## src/rtl/program_sequencer.sv

```systemverilog
// Program sequencer: fetches 16-bit instructions, runs flow control locally, issues core ops
// and packs output_bit samples into pixel words. SEQ_PERF_CNT_EN adds a busy-cycle counter.
module program_sequencer #(
    parameter int ADDR_WIDTH = 8,
    parameter int PIX_WIDTH  = 4
) (
    input  logic                  clk,
    input  logic                  rst_n,
    input  logic                  start,
    output logic                  busy,
    output logic                  mem_req,
    output logic [ADDR_WIDTH-1:0] mem_addr,
    input  logic                  mem_ack,
    input  logic [15:0]           mem_data,
    output logic [15:0]           opcode,
    output logic                  execute,
    input  logic                  output_bit,
    output logic [PIX_WIDTH-1:0]  pixel,
    output logic                  pixel_valid,
`ifdef SEQ_PERF_CNT_EN
    output logic [15:0]           perf_cycles,
`endif
    input  logic                  pixel_ready
);
    localparam int CW = $clog2(PIX_WIDTH) + 1;

    typedef enum logic [1:0] {IDLE, FETCH, EXEC, CAPTURE} state_t;

    state_t                 state_q, state_d;
    logic [ADDR_WIDTH-1:0]  pc_q, pc_d;
    logic [7:0]             cnt_q, cnt_d;
    logic [15:0]            instr_q, instr_d;
    logic [15:0]            opcode_q, opcode_d;
    logic [PIX_WIDTH-1:0]   pixel_q, pixel_d;
    logic                   pix_vld_q, pix_vld_d;
    logic [CW-1:0]          bcnt_q, bcnt_d;
    logic                   out_op;

    assign out_op = (instr_q[15:14] == 2'b11) && instr_q[4];

    always_comb begin
        state_d   = state_q;
        pc_d      = pc_q;
        cnt_d     = cnt_q;
        instr_d   = instr_q;
        opcode_d  = opcode_q;
        pixel_d   = pixel_q;
        pix_vld_d = pix_vld_q;
        bcnt_d    = bcnt_q;
        execute   = 1'b0;
        if (pix_vld_q && pixel_ready)
            pix_vld_d = 1'b0;
        case (state_q)
            IDLE: begin
                if (start) begin
                    state_d = FETCH;
                    pc_d    = '0;
                end
            end
            FETCH: begin
                if (mem_ack) begin
                    instr_d = mem_data;
                    state_d = EXEC;
                end
            end
            EXEC: begin
                case (instr_q[15:12])
                    4'b1011: begin
                        pc_d    = instr_q[ADDR_WIDTH-1:0];
                        state_d = FETCH;
                    end
                    4'b1001: begin
                        cnt_d   = instr_q[7:0];
                        pc_d    = pc_q + ADDR_WIDTH'(1);
                        state_d = FETCH;
                    end
                    4'b1000: begin
                        if (cnt_q != 8'd0) begin
                            cnt_d = cnt_q - 8'd1;
                            pc_d  = instr_q[ADDR_WIDTH-1:0];
                        end else begin
                            pc_d  = pc_q + ADDR_WIDTH'(1);
                        end
                        state_d = FETCH;
                    end
                    4'b1010: state_d = IDLE;
                    default: begin
                        // An output op may not start a new word while the last one is unaccepted.
                        if (!(out_op && pix_vld_q && !pixel_ready)) begin
                            execute  = 1'b1;
                            opcode_d = instr_q;
                            pc_d     = pc_q + ADDR_WIDTH'(1);
                            state_d  = out_op ? CAPTURE : FETCH;
                        end
                    end
                endcase
            end
            CAPTURE: begin
                pixel_d = PIX_WIDTH'({pixel_q, output_bit});
                if (bcnt_q == CW'(PIX_WIDTH - 1)) begin
                    bcnt_d    = '0;
                    pix_vld_d = 1'b1;
                end else begin
                    bcnt_d    = bcnt_q + CW'(1);
                end
                state_d = FETCH;
            end
            default: state_d = IDLE;
        endcase
    end

    always_ff @(posedge clk or negedge rst_n) begin
        if (!rst_n) begin
            state_q   <= IDLE;
            pc_q      <= '0;
            cnt_q     <= '0;
            instr_q   <= '0;
            opcode_q  <= '0;
            pixel_q   <= '0;
            pix_vld_q <= 1'b0;
            bcnt_q    <= '0;
        end else begin
            state_q   <= state_d;
            pc_q      <= pc_d;
            cnt_q     <= cnt_d;
            instr_q   <= instr_d;
            opcode_q  <= opcode_d;
            pixel_q   <= pixel_d;
            pix_vld_q <= pix_vld_d;
            bcnt_q    <= bcnt_d;
        end
    end

    // Opcode is presented in the issue cycle itself and held afterwards.
    assign opcode      = execute ? instr_q : opcode_q;
    assign busy        = (state_q != IDLE);
    assign mem_req     = (state_q == FETCH);
    assign mem_addr    = pc_q;
    assign pixel       = pixel_q;
    assign pixel_valid = pix_vld_q;

`ifdef SEQ_PERF_CNT_EN
    logic [15:0] perf_q, perf_d;

    always_comb begin
        perf_d = perf_q;
        if (state_q == IDLE) begin
            if (start)
                perf_d = '0;
        end else if (perf_q != 16'hFFFF) begin
            perf_d = perf_q + 16'd1;
        end
    end

    always_ff @(posedge clk or negedge rst_n) begin
        if (!rst_n) perf_q <= '0;
        else        perf_q <= perf_d;
    end

    assign perf_cycles = perf_q;
`endif

endmodule

```

## config.mk

```make
export PLATFORM = sky130hd
export DESIGN_NAME = program_sequencer
export DESIGN_NICKNAME = d
export VERILOG_FILES = /design/src/rtl/program_sequencer.sv
export SDC_FILE = /design/constraint.sdc
export NUM_CORES = 1
export LEC_CHECK = 0
export ABC_AREA = 1
export BUFFER_PORTS_ARGS = -buffer_cell sky130_fd_sc_hd__buf_2
export CORE_MARGIN = 2
export CORE_UTILIZATION = 55
export DETAILED_ROUTE_END_ITERATION = 10
export PLACE_DENSITY = 0.88
export SETUP_SLACK_MARGIN = 0.1
export SLEW_MARGIN = 30
export SYNTH_ARGS = -nofsm -noshare
export SYNTH_HDL_FRONTEND = slang
export SYNTH_SLANG_ARGS = --single-unit
```

## constraint.sdc

```tcl
create_clock -name clk -period 4.5 [get_ports clk]
set_input_delay 0.9 -clock clk [delete_from_list [all_inputs] [get_ports clk]]
set_output_delay 0.9 -clock clk [all_outputs]
set_load 0.05 [all_outputs]
```

After elaboration in Yosys (flattened, before gate mapping)
Index checks and enable logic that the tools add are counted.
{"block": "word_totals", "regBits": 58, "input_bits": 22, "out_inout_bits": 32, "elab_cells": 66}
{"block": "op_classes", "n_bitwise": 2, "n_mux": 21, "reduce_logical": 17, "n_eq_ne": 15, "n_addsub": 3}
{"cell": "$mux 8", "count": 4}
{"cell": "$pmux 8 s2", "count": 2}
{"cell": "$pmux 8 s4", "count": 1}
{"cell": "$eq 4x4->1 const B", "count": 4}
{"cell": "$mux 16", "count": 1}
{"cell": "$reduce_and 3->1", "count": 3}
{"cell": "$add 8x1->8 const B", "count": 1}
{"cell": "$mux 2", "count": 4}
{"cell": "$pmux 2 s4", "count": 1}
{"cell": "$reduce_bool 8->1", "count": 1}
{"cell": "$sub 8x1->8 const B", "count": 1}
{"cell": "$eq 2x2->1 const B", "count": 3}
{"cell": "$mux 1", "count": 6}
{"cell": "$ne 2x2->1 const B", "count": 3}
{"cell": "$reduce_bool 2->1", "count": 3}
{"cell": "$ne 5x5->1 const B", "count": 1}
{"cell": "$logic_and 1x1->1", "count": 4}
{"cell": "$ne 4x4->1 const B", "count": 1}
{"cell": "$pmux 2 s2", "count": 1}
{"cell": "$reduce_and 4->1", "count": 1}
{"cell": "$reduce_or 4->1", "count": 1}
{"cell": "$add 3x1->3 const B", "count": 1}
{"cell": "$eq 3x2->1 const B", "count": 1}
{"cell": "$mux 3", "count": 1}
{"cell": "7 further kinds", "count": 8}

Logic depth before layout (Yosys ltp)
{"block": "logic_depth", "ltp_word": 8, "depth_mapped": 10, "ltp_nobuf": 10}

Least setup slack after synthesis
OpenSTA, ideal clock, no wires.
{"block": "synth_timing", "kind": "input -> output", "from": "input pixel_ready", "to": "output opcode[12]", "setup_slack_ns": 1.108, "path_stages": 5, "arrival_ns": 2.492, "cell_sequence": "nor2_1 -> nand2_1 -> nand3_2 -> buf_4 -> o21ai_0"}
{"block": "synth_between", "elab_chain_cells": 6}
{"element": "start: declaration", "line_no": "23", "text": "input logic pixel_ready"}
{"element": "$logic_not 1->1", "line_no": "89", "text": "if (!(out_op && pix_vld_q && !pixel_ready)) begin"}
{"element": "$logic_and 1x1->1", "line_no": "89"}
{"element": "$mux 1", "line_no": "89"}
{"element": "$mux 1", "line_no": "67", "text": "case (instr_q[15:12])"}
{"element": "$mux 1", "line_no": "53", "text": "case (state_q)"}
{"element": "$mux 16", "line_no": "135", "text": "assign opcode = execute ? instr_q : opcode_q;"}
{"element": "end: declaration", "line_no": "15", "text": "output logic [15:0] opcode,"}
No other way between the ends.

Worst setup path after layout
{"block": "layout_timing", "from": "register state_q[0]", "to": "output opcode[10]"}
{"block": "layout_between", "elab_chain_cells": 3}
{"element": "start: declaration", "line_no": "29", "text": "state_t state_q, state_d;"}
{"element": "start signal: assignment", "line_no": "123", "text": "state_q <= state_d;"}
{"element": "$eq 2x2->1", "line_no": "53"}
{"element": "$mux 1", "line_no": "53"}
{"element": "$mux 16", "line_no": "135"}
No other way between the ends.

==> impl_metrics.csv <==
group,metric,value,unit
run_status,status,"completed",
global_route,grt_pass1_vias,2514,
setup_path,cp-start-kind,"flip-flop",
drt,dr_total_vias,2604,
layout,drive_above_1_share,0.245,
layout,fillers,422,
sta,rsz0062_at_grt,"false",
sta,finalSetupTns,0,ns
layout,final_cells,502,
sta,fmax,0.307,GHz
place,post-dp-hpwl,4750,µm
drt,drt-total-wl,6570,µm
layout,n_antenna_cell,0,
floorplan,io_pins,54,
synth,netlist_instances,369,
setup_path,critPathKind,"flip-flop to output port",
clocking,holdBufCountCts,0,
global_route,grt-ovfl-total,0,
synth,synth_common_cells,"nand2_1, dfrtp_1, nor2_1",
drt,drtIter0Drc,203,
synth,synth.avg_cell_area,8.11,µm²
drt,drc,0,
setup_path,worst_ep_required_time,3.60,ns
setup_path,endpoint_kind,"output port",
drt,drtPass1Iterations,4,
pwr,p_total,2.90,mW
place,gp_congestion,0.869,
synth,yosysTopAreaCell,"dfrtp_1",
sta,fin_skew,0.00819,ns
sta,relSlewSlack,0.407,
pwr,power-per-cell-area,825,nW/µm²
clocking,cts_buffer_depth,2,
synth,synth_edf_count,0,
floorplan,dieWidth,77.8,µm
floorplan,die-area,6050,µm²
setup_path,critPathArrivalTime,2.36,ns
floorplan,row_count,26,
setup_path,crit_start,"state_q[0]$_DFFE_PN0P_",
clocking,cts_buffers,9,
floorplan,die_h,77.8,µm
synth,yosysWarnings,0,
pwr,leakagePower,1.90,nW
clocking,clock-sinks,58,
global_route,grt_pass1_wl,11400,µm
synth,ys_ff_latch,58,
drt,post_drt_via_cell_ratio,5.19,
layout,syn2layout_area_growth,17.6,%
synth,yosys-top-cells-area,"dfrtp_1, nand2_1, nor2_1",
synth,ys.flop_type,"dfrtp_1",
clocking,tritoncts,"built",
synth,synth_fp_nets,398,
clocking,ctsResizeCount,0,
clocking,post_cts_buffers,0,
sta,drv_slew,0,
global_route,antenna_found_initial,0,
pwr,irDropWorstVdd,817,µV
clocking,htreeDepth,3,
clocking,clockRootBuffer,"clkbuf_8",
floorplan,coreArea,5170,µm²
floorplan,start_util,0.578,
setup_path,crit_fanout,27,
clocking,clk_latency,0.35,ns
sta,tightest_slew,0.888,ns
synth,synth_most_common_cell,"nand2_1",
synth,syn-cell-area,2990,µm²
hold_path,hp-class,"input port to async pin",
synth,yosysUniqueCellTypes,29,
global_route,grt_max_degree,42,
sta,final.period_utilization,0.724,
drt,wl_per_cell,13.1,µm
synth,yosysSeqAreaShare,0.485,
place,io_buffers,53,
place,placed_cells_incl_taps,486,
layout,nets,456,
sta,hold_viol_final,0,
run,maxCapViolCount,0,
clocking,clk_pin_slew_worst_paths,0.07,ns
drt,postRouteAntennaNets,0,
setup_path,r2r-start,"state_q[1]$_DFFE_PN0P_",
global_route,grtUsageTotal,0.241,
sta,setup_viol,0,
synth,async_flop_share,1.00,
synth,synth_top_cell_area_share,0.485,
sta,fin_crit,3.26,ns
[per-layer routing]
layer  up-vias  routed length [µm]  global-route usage
met2        77                3250               0.388
met1      1229                2870               0.306
met3        13                 330              0.0605
met5         -                   0                   0
li1       1285                   -                   -
met4         0                 119               0.109
[critical path, stage by stage, from the launching register on]
cell and delay [ns]:
dfrtp_1 0.40, inv_1 0.11, ha_1 0.29, nand3_2 0.44, inv_1 0.34, nand2_1 0.08, nand2_1 0.09, buf_2 0.27
[final cells by class]
| type | count | area [µm²] | area share |
|---|---|---|---|
| Inverter | 38 | 148 | 0.0420 |
| Clock buffer | 12 | 165 | 0.0470 |
| Clock inverter | 4 | 48.8 | 0.0139 |
| Sequential cell | 58 | 1450 | 0.413 |
| Multi-Input combinational cell | 266 | 1340 | 0.382 |
| Tap cell | 70 | 87.6 | 0.0249 |
| Timing Repair Buffer | 54 | 273 | 0.0776 |
[cells by family after synthesis]
family / count (synthesis) / share of synthesized area
compound gates: 48 / 0.0874
xor+xnor: 3 / 0.00878
fa+ha+maj: 7 / 0.0293
buf+inv: 45 / 0.0657
flops: 58 / 0.485
mux: 8 / 0.0301
simple gates: 200 / 0.294
[final timing paths]
path	endpoint	slack, ns	depth (start not counted)
setup / recovery	opcode[10]	1.24	7
hold / removal	cnt_q[7]$_DFFE_PN0P_	0.47	1
setup reg to reg	instr_q[10]$_DFFE_PN0P_	2.57	4
hold reg to reg	opcode_q[0]$_DFFE_PN0P_	0.49	2
max in group asynchronous	instr_q[1]$_DFFE_PN0P_	3.17	2
min in group clk	opcode_q[0]$_DFFE_PN0P_	0.49	2
[registers in the layout, indices dropped and copies added (netlist names)]
name,cells
pixel,4
cnt_q,8
instr_q,16
pixel_valid,1
mem_addr,8
state_q,2
bcnt_q,3
opcode_q,16
[report_power, final]
group,total [mW],switching [mW],internal [mW]
clock,0.510,0.210,0.300
combinational,1.49,1.10,0.391
sequential,0.900,0.159,0.741
[layout by cell type (no fill, tap or decap)]
cell type,synthesis,layout
nor2_4,2,2
mux2_2,8,8
clkinv_2,0,2
ha_1,7,7
nand3_1,19,19
buf_4,2,1
dfrtp_1,58,58
o21ai_0,26,26
xnor2_1,1,1
inv_4,2,2
a31o_2,1,1
nor3_1,5,5
nor2_1,36,36
inv_1,32,32
bufinv_16,0,1
nor2_8,1,1
nor2_2,2,2
clkbuf_8,0,12
nand4_1,2,2
nand3_2,1,1
buf_2,0,53
o21ai_2,4,4
clkinv_4,0,1
o211ai_1,1,1
nor3_2,2,2
nand2_4,3,3
nand2_1,121,121
or2_2,1,1
inv_2,4,4
nand2_2,5,5
xor2_1,2,2
a21oi_1,16,16
[through the flow]
step / area [µm²] / worst slack [ns] / hold WS (ns) / utilization
2_1_floorplan: 2990 / 1.11 / 0.480 / -
3_3_place_gp: 3300 / 1.40 / 0.458 / 0.639
3_5_place_dp: 3300 / 1.33 / 0.464 / 0.639
4_1_cts: 3520 / 1.24 / 0.481 / 0.680
5_1_grt: 3520 / 0.995 / 0.505 / 0.680
6_report: 3520 / 1.24 / 0.474 / 0.680
Power figures use the tool's default switching activity.
